File: config.mk
export PLATFORM = sky130hd
export DESIGN_NAME = sha3_absorb_ctrl
export DESIGN_NICKNAME = d
export VERILOG_FILES = /design/src/rtl/sha3_absorb_ctrl.sv
export SDC_FILE = /design/constraint.sdc
export NUM_CORES = 1
export LEC_CHECK = 0
export BUFFER_PORTS_ARGS = -buffer_cell sky130_fd_sc_hd__buf_4
export CAP_MARGIN = 20
export CORE_UTILIZATION = 36
export DETAILED_ROUTE_END_ITERATION = 7
export GPL_TIMING_DRIVEN = 0
export MAX_ROUTING_LAYER = met4
export PLACE_DENSITY = 0.65
export SYNTH_ARGS = -nofsm -noshare
export SYNTH_HDL_FRONTEND = slang
export SYNTH_SLANG_ARGS = --single-unit
File: constraint.sdc
create_clock -name clk -period 4.5 [get_ports clk]
set_clock_uncertainty 0.1 [all_clocks]
set_input_delay 0.675 -clock clk [delete_from_list [all_inputs] [get_ports clk]]
set_output_delay 0.675 -clock clk [all_outputs]
set_load 0.02 [all_outputs]
File: src/rtl/sha3_absorb_ctrl.sv
// SHA-3 absorb controller: drains the byte FIFO into rate blocks, applies multi-rate padding,
// and hands blocks to the Keccak core. Optional SHAKE domain separation via SHA3_ABSORB_SHAKE_EN.
module sha3_absorb_ctrl #(
  parameter int unsigned RATE_BYTES = 72,
  parameter int unsigned LEN_W      = 16
) (
  input  logic                    clk,
  input  logic                    rst_n,
  input  logic                    start,
  input  logic [LEN_W-1:0]        msg_len,
`ifdef SHA3_ABSORB_SHAKE_EN
  input  logic                    shake_mode,
`endif
  input  logic [7:0]              fifo_dout,
  input  logic                    fifo_empty,
  output logic                    fifo_rd,
  output logic [8*RATE_BYTES-1:0] block_data,
  output logic                    block_valid,
  input  logic                    block_ready,
  output logic                    block_last,
  output logic                    busy,
  output logic                    done
);

  localparam int unsigned DATA_W = 8 * RATE_BYTES;
  localparam int unsigned IDX_W  = $clog2(RATE_BYTES + 1);

  typedef enum logic [2:0] {
    IDLE = 3'd0,
    REQ  = 3'd1,
    CAP  = 3'd2,
    PAD  = 3'd3,
    EMIT = 3'd4
  } state_t;

  state_t             state_q;
  state_t             state_d;
  logic [IDX_W-1:0]   byte_idx;
  logic [LEN_W-1:0]   remaining;
  logic [DATA_W-1:0]  cap_block;
  logic [DATA_W-1:0]  pad_block;
  logic [7:0]         ds;

`ifdef SHA3_ABSORB_SHAKE_EN
  logic shake_q;

  always_ff @(posedge clk) begin
    if (!rst_n) begin
      shake_q <= 1'b0;
    end else if (state_q == IDLE && start) begin
      shake_q <= shake_mode;
    end
  end

  assign ds = shake_q ? 8'h1F : 8'h06;
`else
  assign ds = 8'h06;
`endif

  // State register
  always_ff @(posedge clk) begin
    if (!rst_n) begin
      state_q <= IDLE;
    end else begin
      state_q <= state_d;
    end
  end

  // Next-state logic
  always_comb begin
    state_d = state_q;
    case (state_q)
      IDLE: begin
        if (start) begin
          state_d = (msg_len != '0) ? REQ : PAD;
        end
      end
      REQ: begin
        if (!fifo_empty) begin
          state_d = CAP;
        end
      end
      CAP: begin
        if (byte_idx == IDX_W'(RATE_BYTES - 1)) begin
          state_d = EMIT;
        end else if (remaining == LEN_W'(1)) begin
          state_d = PAD;
        end else begin
          state_d = REQ;
        end
      end
      PAD: state_d = EMIT;
      EMIT: begin
        if (block_ready) begin
          if (block_last) begin
            state_d = IDLE;
          end else begin
            state_d = (remaining != '0) ? REQ : PAD;
          end
        end
      end
      default: state_d = IDLE;
    endcase
  end

  // Handshake strobes decoded from the current state
  always_comb begin
    fifo_rd     = 1'b0;
    block_valid = 1'b0;
    case (state_q)
      REQ:     fifo_rd     = !fifo_empty;
      EMIT:    block_valid = 1'b1;
      default: ;
    endcase
  end

  // Block image with the captured FIFO byte dropped into the current slot
  always_comb begin
    cap_block = block_data;
    for (int i = 0; i < RATE_BYTES; i++) begin
      if (IDX_W'(i) == byte_idx) begin
        cap_block[8*i +: 8] = fifo_dout;
      end
    end
  end

  // Block image after padding: DS at the cursor, zeros after it, 0x80 OR'd into the top byte
  always_comb begin
    pad_block = block_data;
    for (int i = 0; i < RATE_BYTES; i++) begin
      if (IDX_W'(i) == byte_idx) begin
        pad_block[8*i +: 8] = ds;
      end else if (IDX_W'(i) > byte_idx) begin
        pad_block[8*i +: 8] = 8'h00;
      end
    end
    pad_block[DATA_W-1 -: 8] = pad_block[DATA_W-1 -: 8] | 8'h80;
  end

  // Datapath and registered status outputs
  always_ff @(posedge clk) begin
    if (!rst_n) begin
      block_data <= '0;
      byte_idx   <= '0;
      remaining  <= '0;
      block_last <= 1'b0;
      busy       <= 1'b0;
      done       <= 1'b0;
    end else begin
      done <= 1'b0;
      case (state_q)
        IDLE: begin
          if (start) begin
            remaining  <= msg_len;
            byte_idx   <= '0;
            block_data <= '0;
            block_last <= 1'b0;
            busy       <= 1'b1;
          end
        end
        CAP: begin
          block_data <= cap_block;
          byte_idx   <= byte_idx + 1'b1;
          remaining  <= remaining - 1'b1;
        end
        PAD: begin
          block_data <= pad_block;
          block_last <= 1'b1;
        end
        EMIT: begin
          if (block_ready) begin
            if (block_last) begin
              done       <= 1'b1;
              busy       <= 1'b0;
              block_last <= 1'b0;
            end else begin
              block_data <= '0;
              byte_idx   <= '0;
            end
          end
        end
        default: ;
      endcase
    end
  end

endmodule

==> flow_summary.ini, run 1 <==
[run_status]
outcome = complete, no violations

[cells_and_area]
fin_util_pct = 47.9
final_nets = 3515
multi_input_area_um2 = 12300
final_common_cell = buf_4
area_delta_synth_final_pct = 31.1
final_cell_mix = buf_4, dfxtp_1, nand2_1, mux2i_1, nor2_1
register_area_um2 = 12100
drive_gt1_share_pct = 26.3
fillers = 6850

[power]
powerDensity_nw_per_um2 = 397
peakVddDrop_v = 0.000289
p_leak_nw = 14.5

[placement]
dp_hpwl_um = 91700
place_congestion = 1.07
portBuffers = 608

[floorplan]
placementRows = 97
coreArea_um2 = 70300
die-area_um2 = 72300
dieHeight_um = 269
start_util_pct = 36.5
pin_count = 610
die_x_um = 269

[timing]
clock.fmax_ghz = 0.250
hold_violations = 0
worstMarginPinSlew_ps = 1260
setup_violations = 0
slew_viol_final = 0
slew_headroom_pct = 15.4
rsz0062_at_grt = no
period_share_pct = 88.8
period_needed_ps = 4000
finalSetupTns_ps = 0

[routing]
drtPass1Iterations = 6
drc = 0
routedWlPerCell_um = 27.6
avgViaCountPerCell = 5.62
drt_iter0_drc = 2429
postRouteAntennaNets = 0
wirelength_um = 123000
vias = 25100

[grt]
grt_remaining_overflow = 0
grt_max_degree = 14
antenna_found_initial = 2
grt_usage_pct = 33.8
grt_pass1_vias = 23600
grt_pass1_wl_um = 171000

[logic_synthesis]
synthCells = 2799
postSynthAreaPerCell_um2 = 9.17
ys.flop_type = dfxtp_1
synth_seq_area_share_pct = 47.2
syn-cell-area_um2 = 25700
synth.ff_latch_count = 605
async_reset_ff_share_pct = 0
syn_nets = 2835
synth-edff-count = 0
synth_cell_types = 101
ys_warn_count = 0

[clocking]
cts_root_buffer = clkbuf_16
cts_made_buffers = 69
path_clk_slew_ps = 70
cts_hold_buffers = 0
cts_tree = built
cts.htree.levels = 3
cts_sinks = 605
worstSkewPairLatency_ps = 630
post_cts_resized = 0
cts_buffer_depth = 3
postCtsSetupRepairBufs = 0

[setup_path]
cp_max_fo = 10
rr_worst_depth = 10
critical_path_class = register to register
cp-start-kind = register
arrival_ps = 4380
worstSetupEndpointType = register
crit_required_ps = 4890

[hold_path]
min_delay_path_depth = 3
hp-class = primary input to register

[flow_run]
drv_cap = 0
-- area by class of cell --
cell class,instances,share of cell area (%)
inverters,13,0.145
diodes,1,0.00744
flip-flops and latches,605,36.0
plain buffers,248,3.69
repair buffers,609,13.6
clock inverters,23,0.963
well taps,940,3.49
clock buffers,97,5.71
multi-input cells,1933,36.4
-- registers in the layout (all words and copies together), names as in the netlist --
signal,cells
block_last,1
byte_idx,7
remaining,16
done,1
state_q,3
busy,1
block_data,576
-- Yosys cell counts, types with 6 or more instances --
| cell type | number | area [um2] |
|---|---|---|
| buf_2 | 69 | 345 |
| o211ai_1 | 8 | 60.1 |
| dfxtp_1 | 605 | 12100 |
| clkbuf_1 | 121 | 454 |
| nand3b_1 | 7 | 52.6 |
| o21ai_1 | 52 | 260 |
| or4_1 | 8 | 60.1 |
| o21ai_2 | 12 | 105 |
| buf_6 | 15 | 169 |
| nand2_1 | 360 | 1350 |
| o31ai_1 | 12 | 90.1 |
| a32o_1 | 9 | 90.1 |
| a311oi_1 | 31 | 272 |
| buf_1 | 11 | 41.3 |
| o21ai_0 | 201 | 1010 |
| and2_1 | 21 | 131 |
| a21o_1 | 20 | 150 |
| o21ai_4 | 7 | 114 |
| nor4_1 | 17 | 106 |
| nand2b_1 | 14 | 87.6 |
| o22ai_2 | 11 | 138 |
| mux2i_1 | 336 | 3360 |
| nor2_1 | 249 | 935 |
| buf_4 | 29 | 218 |
| or3_1 | 10 | 62.6 |
| nand4_1 | 10 | 62.6 |
| a21oi_1 | 98 | 490 |
| o32ai_4 | 8 | 220 |
| and3_1 | 6 | 37.5 |
| o22ai_1 | 18 | 113 |
| a31oi_1 | 13 | 81.3 |
| o32ai_1 | 6 | 52.6 |
| o211a_1 | 6 | 60.1 |
| nor2b_1 | 12 | 75.1 |
| nand3_1 | 179 | 896 |
| ha_1 | 7 | 87.6 |
| a22oi_1 | 14 | 105 |
| nor3_1 | 45 | 225 |
| nand2_2 | 14 | 87.6 |
| inv_1 | 12 | 45.0 |
| o32ai_2 | 6 | 97.6 |
-- where the power goes --
group          switching, W  internal (W)  total (W)  leakage (nW)
Sequential        0.0000861       0.00548    0.00557          4.89
Combinational       0.00144      0.000659    0.00210          8.55
Clock               0.00240       0.00330    0.00570          1.10
-- worst max-delay path, stage by stage, from the launching register on --
cell and delay, ps:
dfxtp_1 340, buf_2 200, buf_6 180, inv_1 250
ha_1 280, clkbuf_1 470, nand3_1 680, a21boi_0 320
o21ai_1 380, nand2_1 420, mux2i_1 210
-- layer usage --
layer  GRT usage (%)  part of all wire (%)  up-vias
met5               -                     0        -
met4            16.7                   5.5        0
met3            8.46                   9.2      336
met2            53.6                    46     1293
met1            39.8                    39    12200
li1                -                     -    11300
-- logic make-up (layout without fill, tap and decap cells) --
group | Yosys count | count (layout) | share of synthesized area [%]
other | 0 | 1 | 0
buffers and inverters | 261 | 990 | 5.03
flip-flops | 605 | 605 | 47.2
AND/OR/NAND/NOR | 1004 | 1004 | 18.4
AO/OA/AOI/OAI | 585 | 585 | 15.9
adder cells (fa/ha/maj) | 7 | 7 | 0.341
multiplexers | 337 | 337 | 13.2
-- stage by stage --
| step | instance area [um2] | cells | setup WS [ps] | hold slack, ps | total power, W |
|---|---|---|---|---|---|
| 2_1_floorplan | 25700 | 2799 | 2000 | 347 | 0.00691 |
| 6_report | 33700 | 4469 | 503 | 248 | 0.0134 |
| 3_5_place_dp | 31400 | 4348 | 727 | 344 | 0.00775 |
| 4_1_cts | 33600 | 4468 | 691 | 238 | 0.0134 |
| 3_3_place_gp | 31400 | 4347 | 702 | 341 | 0.00774 |
| 5_1_grt | 33700 | 4469 | 482 | 252 | 0.0137 |
-- worst paths after layout --
kind | from | end | slack (ps)
setup / recovery | byte_idx[0] | block_data[119] | 500
hold / removal | msg_len[8] | remaining[8] | 250
setup reg to reg | byte_idx[0] | block_data[119] | 500
hold reg to reg | block_data[554] | block_data[554] | 350
(Power assumes the default switching activity.)
==> run 2: changes to the inputs <==
--- a/config.mk
+++ b/config.mk
@@ -7,11 +7,13 @@
 export LEC_CHECK = 0
 export BUFFER_PORTS_ARGS = -buffer_cell sky130_fd_sc_hd__buf_4
 export CAP_MARGIN = 20
-export CORE_UTILIZATION = 36
+export CORE_AREA = 2 2 240 242
 export DETAILED_ROUTE_END_ITERATION = 7
+export DIE_AREA = 0 0 242 244
 export GPL_TIMING_DRIVEN = 0
 export MAX_ROUTING_LAYER = met4
-export PLACE_DENSITY = 0.65
+export PLACE_DENSITY = 0.77
+export SLEW_MARGIN = 25
 export SYNTH_ARGS = -nofsm -noshare
 export SYNTH_HDL_FRONTEND = slang
 export SYNTH_SLANG_ARGS = --single-unit
==> flow_summary.ini, run 2 (same netlist as run 1, synthesis figures left out) <==
[run_status]
outcome = complete, no violations

[timing]
setup_violations = 0
period_needed_ps = 4140
worstMarginPinSlew_ps = 1080
rsz0062_at_grt = no
whs_ps = 239
fin_ws_ps = 363
slew_viol_final = 0
slew_headroom_pct = 27.9
clock.fmax_ghz = 0.242
period_share_pct = 91.9
hold_violations = 0
finalSetupTns_ps = 0

[power]
swShare_pct = 28.6
powerDensity_nw_per_um2 = 400
p_clk_share_pct = 43.0
p_int_w = 0.00956
p_leak_nw = 14.6
power.net_switching_w = 0.00383
pwr-share-seq_pct = 41.5
peakVddDrop_v = 0.000345
comb_power_share_pct = 15.5

[clocking]
cts_sinks = 605
cts.htree.levels = 3
path_clk_slew_ps = 60
cts_made_buffers = 67
cts_hold_buffers = 0
cts_buffer_depth = 3
postCtsSetupRepairBufs = 0
worstSkewPairLatency_ps = 630
cts_root_buffer = clkbuf_16
cts_tree = built
post_cts_resized = 0

[cells_and_area]
multi_input_area_um2 = 12300
largest_reg_flops = 576
drive_gt1_share_pct = 26.5
final_area_um2 = 33500
regMostFlops = block_data
fillers = 4983
register_area_um2 = 12100
largest_registers = block_data x576, remaining x16, byte_idx x7
final_common_cell = buf_4
final_cell_mix = buf_4, dfxtp_1, nand2_1, mux2i_1, nor2_1
final_nets = 3512
antenna_cells = 0
area_delta_synth_final_pct = 30.6

[placement]
place_congestion = 1.01
portBuffers = 608
dpl_cell_area_um2 = 31200
place_ws_ps = 539
dp_hpwl_um = 88300

[grt]
grt_remaining_overflow = 0
grt_usage_pct = 39.7
grt_max_degree = 14
grt_pass1_wl_um = 169000
antenna_found_initial = 2
grt_pass1_vias = 24400

[setup_path]
critPathMaxStageDelay_ps = 690
cp-start-kind = register
crit_slowest_cell = a21oi_2
crit_required_ps = 4910
crit_buf_inv = 5
worstSetupEndpointType = register
critical_path_class = register to register
cp_max_fo = 10
cpLargestDelayFamily = compound AO/OA/AOI/OAI gates
arrival_ps = 4540
crit_chain = buf_4 -> buf_6 -> buf_6 -> inv_1 -> ha_1 -> clkbuf_1 -> nand2_1 -> a21oi_2 -> o21ai_0 -> a32o_1
crit_top_cell = buf_6

[routing]
wirelength_um = 118000
avgViaCountPerCell = 5.97
routedWlPerCell_um = 27.7
drc = 0
drtPass1Iterations = 6
drt_iter0_drc = 2292
vias = 25500
postRouteAntennaNets = 0

[floorplan]
placementRows = 87
die_x_um = 242
coreArea_um2 = 56200
dieHeight_um = 244
pin_count = 610
start_util_pct = 45.7
die-area_um2 = 59000

[hold_path]
hp-class = primary input to register

[flow_run]
drv_cap = 0
[run 2: final timing paths]
path / cells after the start / end / startpoint / slack, ps
setup / recovery: 10 / block_data[99] / byte_idx[1] / 360
hold / removal: 3 / remaining[8] / msg_len[8] / 240
hold reg to reg: 2 / block_data[325] / block_data[325] / 360
setup reg to reg: 10 / block_data[99] / byte_idx[1] / 360
[run 2: layer usage]
layer  global-route usage, %  share of wire (%)
met2                    63.2                 46
met3                    10.2                9.9
met1                    46.2                 38
met4                    20.6                5.7
met5                       -                  0
[run 2: area by class of cell]
type | instances | area share [%]
plain buffers | 248 | 3.71
clock buffers | 95 | 5.77
clock inverters | 20 | 1.09
inverters | 13 | 0.146
multi-input cells | 1933 | 36.7
flip-flops and latches | 605 | 36.2
well taps | 756 | 2.82
repair buffers | 608 | 13.6
[run 2: tightest hold or removal path: stages]
cell and delay, ps:
buf_4 80, a21oi_1 50, a21oi_1 110
[run 2: metrics by stage]
stage / util, % / instances / total power [W]
floorplan: - / 2799 / 0.00691
global placement: 55.5 / 4163 / 0.00768
CTS: 59.6 / 4278 / 0.0134
finish: 59.6 / 4278 / 0.0134
detailed placement: 55.5 / 4163 / 0.00770
global route: 59.6 / 4278 / 0.0137
[run 2: power by group through the flow]
stage	logic, W	clock network [W]	registers (W)
global placement	0.00200	0	0.00567
floorplan	0.00112	0	0.00579
detailed placement	0.00202	0	0.00568
global route	0.00214	0.00598	0.00557
CTS	0.00203	0.00577	0.00556
finish	0.00207	0.00576	0.00556
==> run 3: changes to the inputs <==
==> config.mk (replaced) <==
export PLATFORM = sky130hd
export DESIGN_NAME = sha3_absorb_ctrl
export DESIGN_NICKNAME = d
export VERILOG_FILES = /design/src/rtl/sha3_absorb_ctrl.sv
export SDC_FILE = /design/constraint.sdc
export NUM_CORES = 1
export LEC_CHECK = 0
export CAP_MARGIN = 20
export CORE_AREA = 2 2 238 240
export DETAILED_ROUTE_END_ITERATION = 7
export DIE_AREA = 0 0 240 242
export DONT_BUFFER_PORTS = 1
export GPL_TIMING_DRIVEN = 0
export MAX_ROUTING_LAYER = met4
export PLACE_DENSITY = 0.69
export SLEW_MARGIN = 25
export SYNTH_ARGS = -nofsm -noshare
export SYNTH_HDL_FRONTEND = slang
export SYNTH_SLANG_ARGS = --single-unit
==> flow_summary.ini, run 3 (same netlist as run 1, synthesis figures left out) <==
[setup_path]
critical_path_class = register to register
cpLargestDelayFamily = buffers and inverters
arrival_ps = 4530
cp_max_fo = 10
crit_required_ps = 4960
critPathMaxStageDelay_ps = 820
reg2reg_from = byte_idx[0]
crit_chain = buf_2 -> buf_6 -> inv_1 -> ha_1 -> clkbuf_1 -> nand3b_1 -> o32ai_1 -> o22ai_1 -> buf_2 -> nand3_1 -> o21ai_1
crit_path_start = byte_idx[0]
crit_buf_inv = 5
crit_top_cell = buf_2
worstSetupEndpointType = register
crit_slowest_cell = nand3b_1
cp-start-kind = register

[cells_and_area]
regMostFlops = block_data
final_cell_mix = dfxtp_1, nand2_1, mux2i_1, nor2_1, o21ai_0
largest_reg_flops = 576
final_common_cell = dfxtp_1
largest_registers = block_data x576, remaining x16, byte_idx x7
area_delta_synth_final_pct = 12.4
drive_gt1_share_pct = 11.3
fillers = 5184
final_nets = 2897

[routing]
drtPass1Iterations = 6
avgViaCountPerCell = 6.31
drt_iter0_drc = 2123
wirelength_um = 116000
vias = 23200
routedWlPerCell_um = 31.5
postRouteAntennaNets = 0
drc = 0

[clocking]
post_cts_resized = 0
cts.htree.levels = 2
worstSkewPairLatency_ps = 640
cts_sinks = 605
postCtsSetupRepairBufs = 0
cts_tree = built
cts_made_buffers = 60
path_clk_slew_ps = 60
cts_hold_buffers = 0
cts_root_buffer = clkbuf_16
cts_buffer_depth = 3

[grt]
grt_max_degree = 17
grt_pass1_vias = 22400
grt_usage_pct = 39.3
antenna_found_initial = 4
grt_remaining_overflow = 0
grt_pass1_wl_um = 162000

[floorplan]
start_util_pct = 46.0
placementRows = 87
die-area_um2 = 58100
coreArea_um2 = 55700
pin_count = 610
die_x_um = 240
dieHeight_um = 242

[timing]
slew_headroom_pct = 19.3
period_needed_ps = 4060
hold_violations = 0
clock.fmax_ghz = 0.246
slew_viol_final = 0
rsz0062_at_grt = no
finalSetupTns_ps = 0
worstMarginPinSlew_ps = 1200
period_share_pct = 90.3
setup_violations = 0

[hold_path]
hp-class = primary input to register
worstHoldStart = msg_len[3]

[placement]
place_congestion = 1.01
portBuffers = 0
dp_hpwl_um = 86800

[flow_run]
drv_cap = 0

[run_status]
outcome = complete, no violations

[power]
p_leak_nw = 11.2
peakVddDrop_v = 0.000292
powerDensity_nw_per_um2 = 449
power_w = 0.0129
[run 3: metrics by stage]
step | area [um2] | std cells | util, % | hold WS (ps) | setup slack, ps
final | 28800 | 3670 | 51.7 | 114 | 436
after global routing | 28800 | 3670 | 51.7 | 115 | 313
after CTS | 28800 | 3668 | 51.7 | 89.1 | 505
after detailed placement | 26600 | 3555 | 47.8 | 381 | 532
after global placement | 26600 | 3555 | 47.7 | 365 | 536
after floorplan | 25700 | 2799 | - | 347 | 2000
[run 3: worst paths after layout]
kind / to / slack [ps] / cells after the start
hold / removal: remaining[3] / 110 / 2
setup reg to reg: block_data[183] / 440 / 11
hold reg to reg: remaining[12] / 400 / 2
setup / recovery: block_data[183] / 440 / 11
[run 3: cell type report]
cell class,instances,area [um2],area share [%]
antenna,2,5.00,0.0174
sequential,605,12100,42.0
multi-input combinational,1933,12300,42.6
clock inverter,27,397,1.38
tap,756,946,3.28
clock buffer,86,1790,6.21
inverter,13,48.8,0.169
buffer,248,1240,4.31
[run 3: worst register-to-register path, stage by stage, from the launching register on]
cell and delay [ps]:
dfxtp_1 330, buf_2 300, buf_6 270, inv_1 120, ha_1 230, clkbuf_1 310
nand3b_1 820, o32ai_1 180, o22ai_1 780, buf_2 380, nand3_1 100, o21ai_1 100
[run 3: layer usage]
| metal | part of all wire [%] | up-vias | routed length (um) | GRT usage (%) |
|---|---|---|---|---|
| met5 | 0 | - | 0 | - |
| met4 | 6.2 | 0 | 7220 | 21.0 |
| met3 | 11 | 371 | 12700 | 12.8 |
| met2 | 46 | 1392 | 53200 | 62.6 |
| met1 | 37 | 11400 | 42500 | 43.6 |
| li1 | - | 10000 | - | - |
[run 3: power by group]
part           leakage, nW  switching [W]  total (W)  internal [W]
logic                 5.27        0.00119    0.00171      0.000521
clock network         1.08        0.00224    0.00548       0.00324
registers             4.89       0.000267    0.00575       0.00548
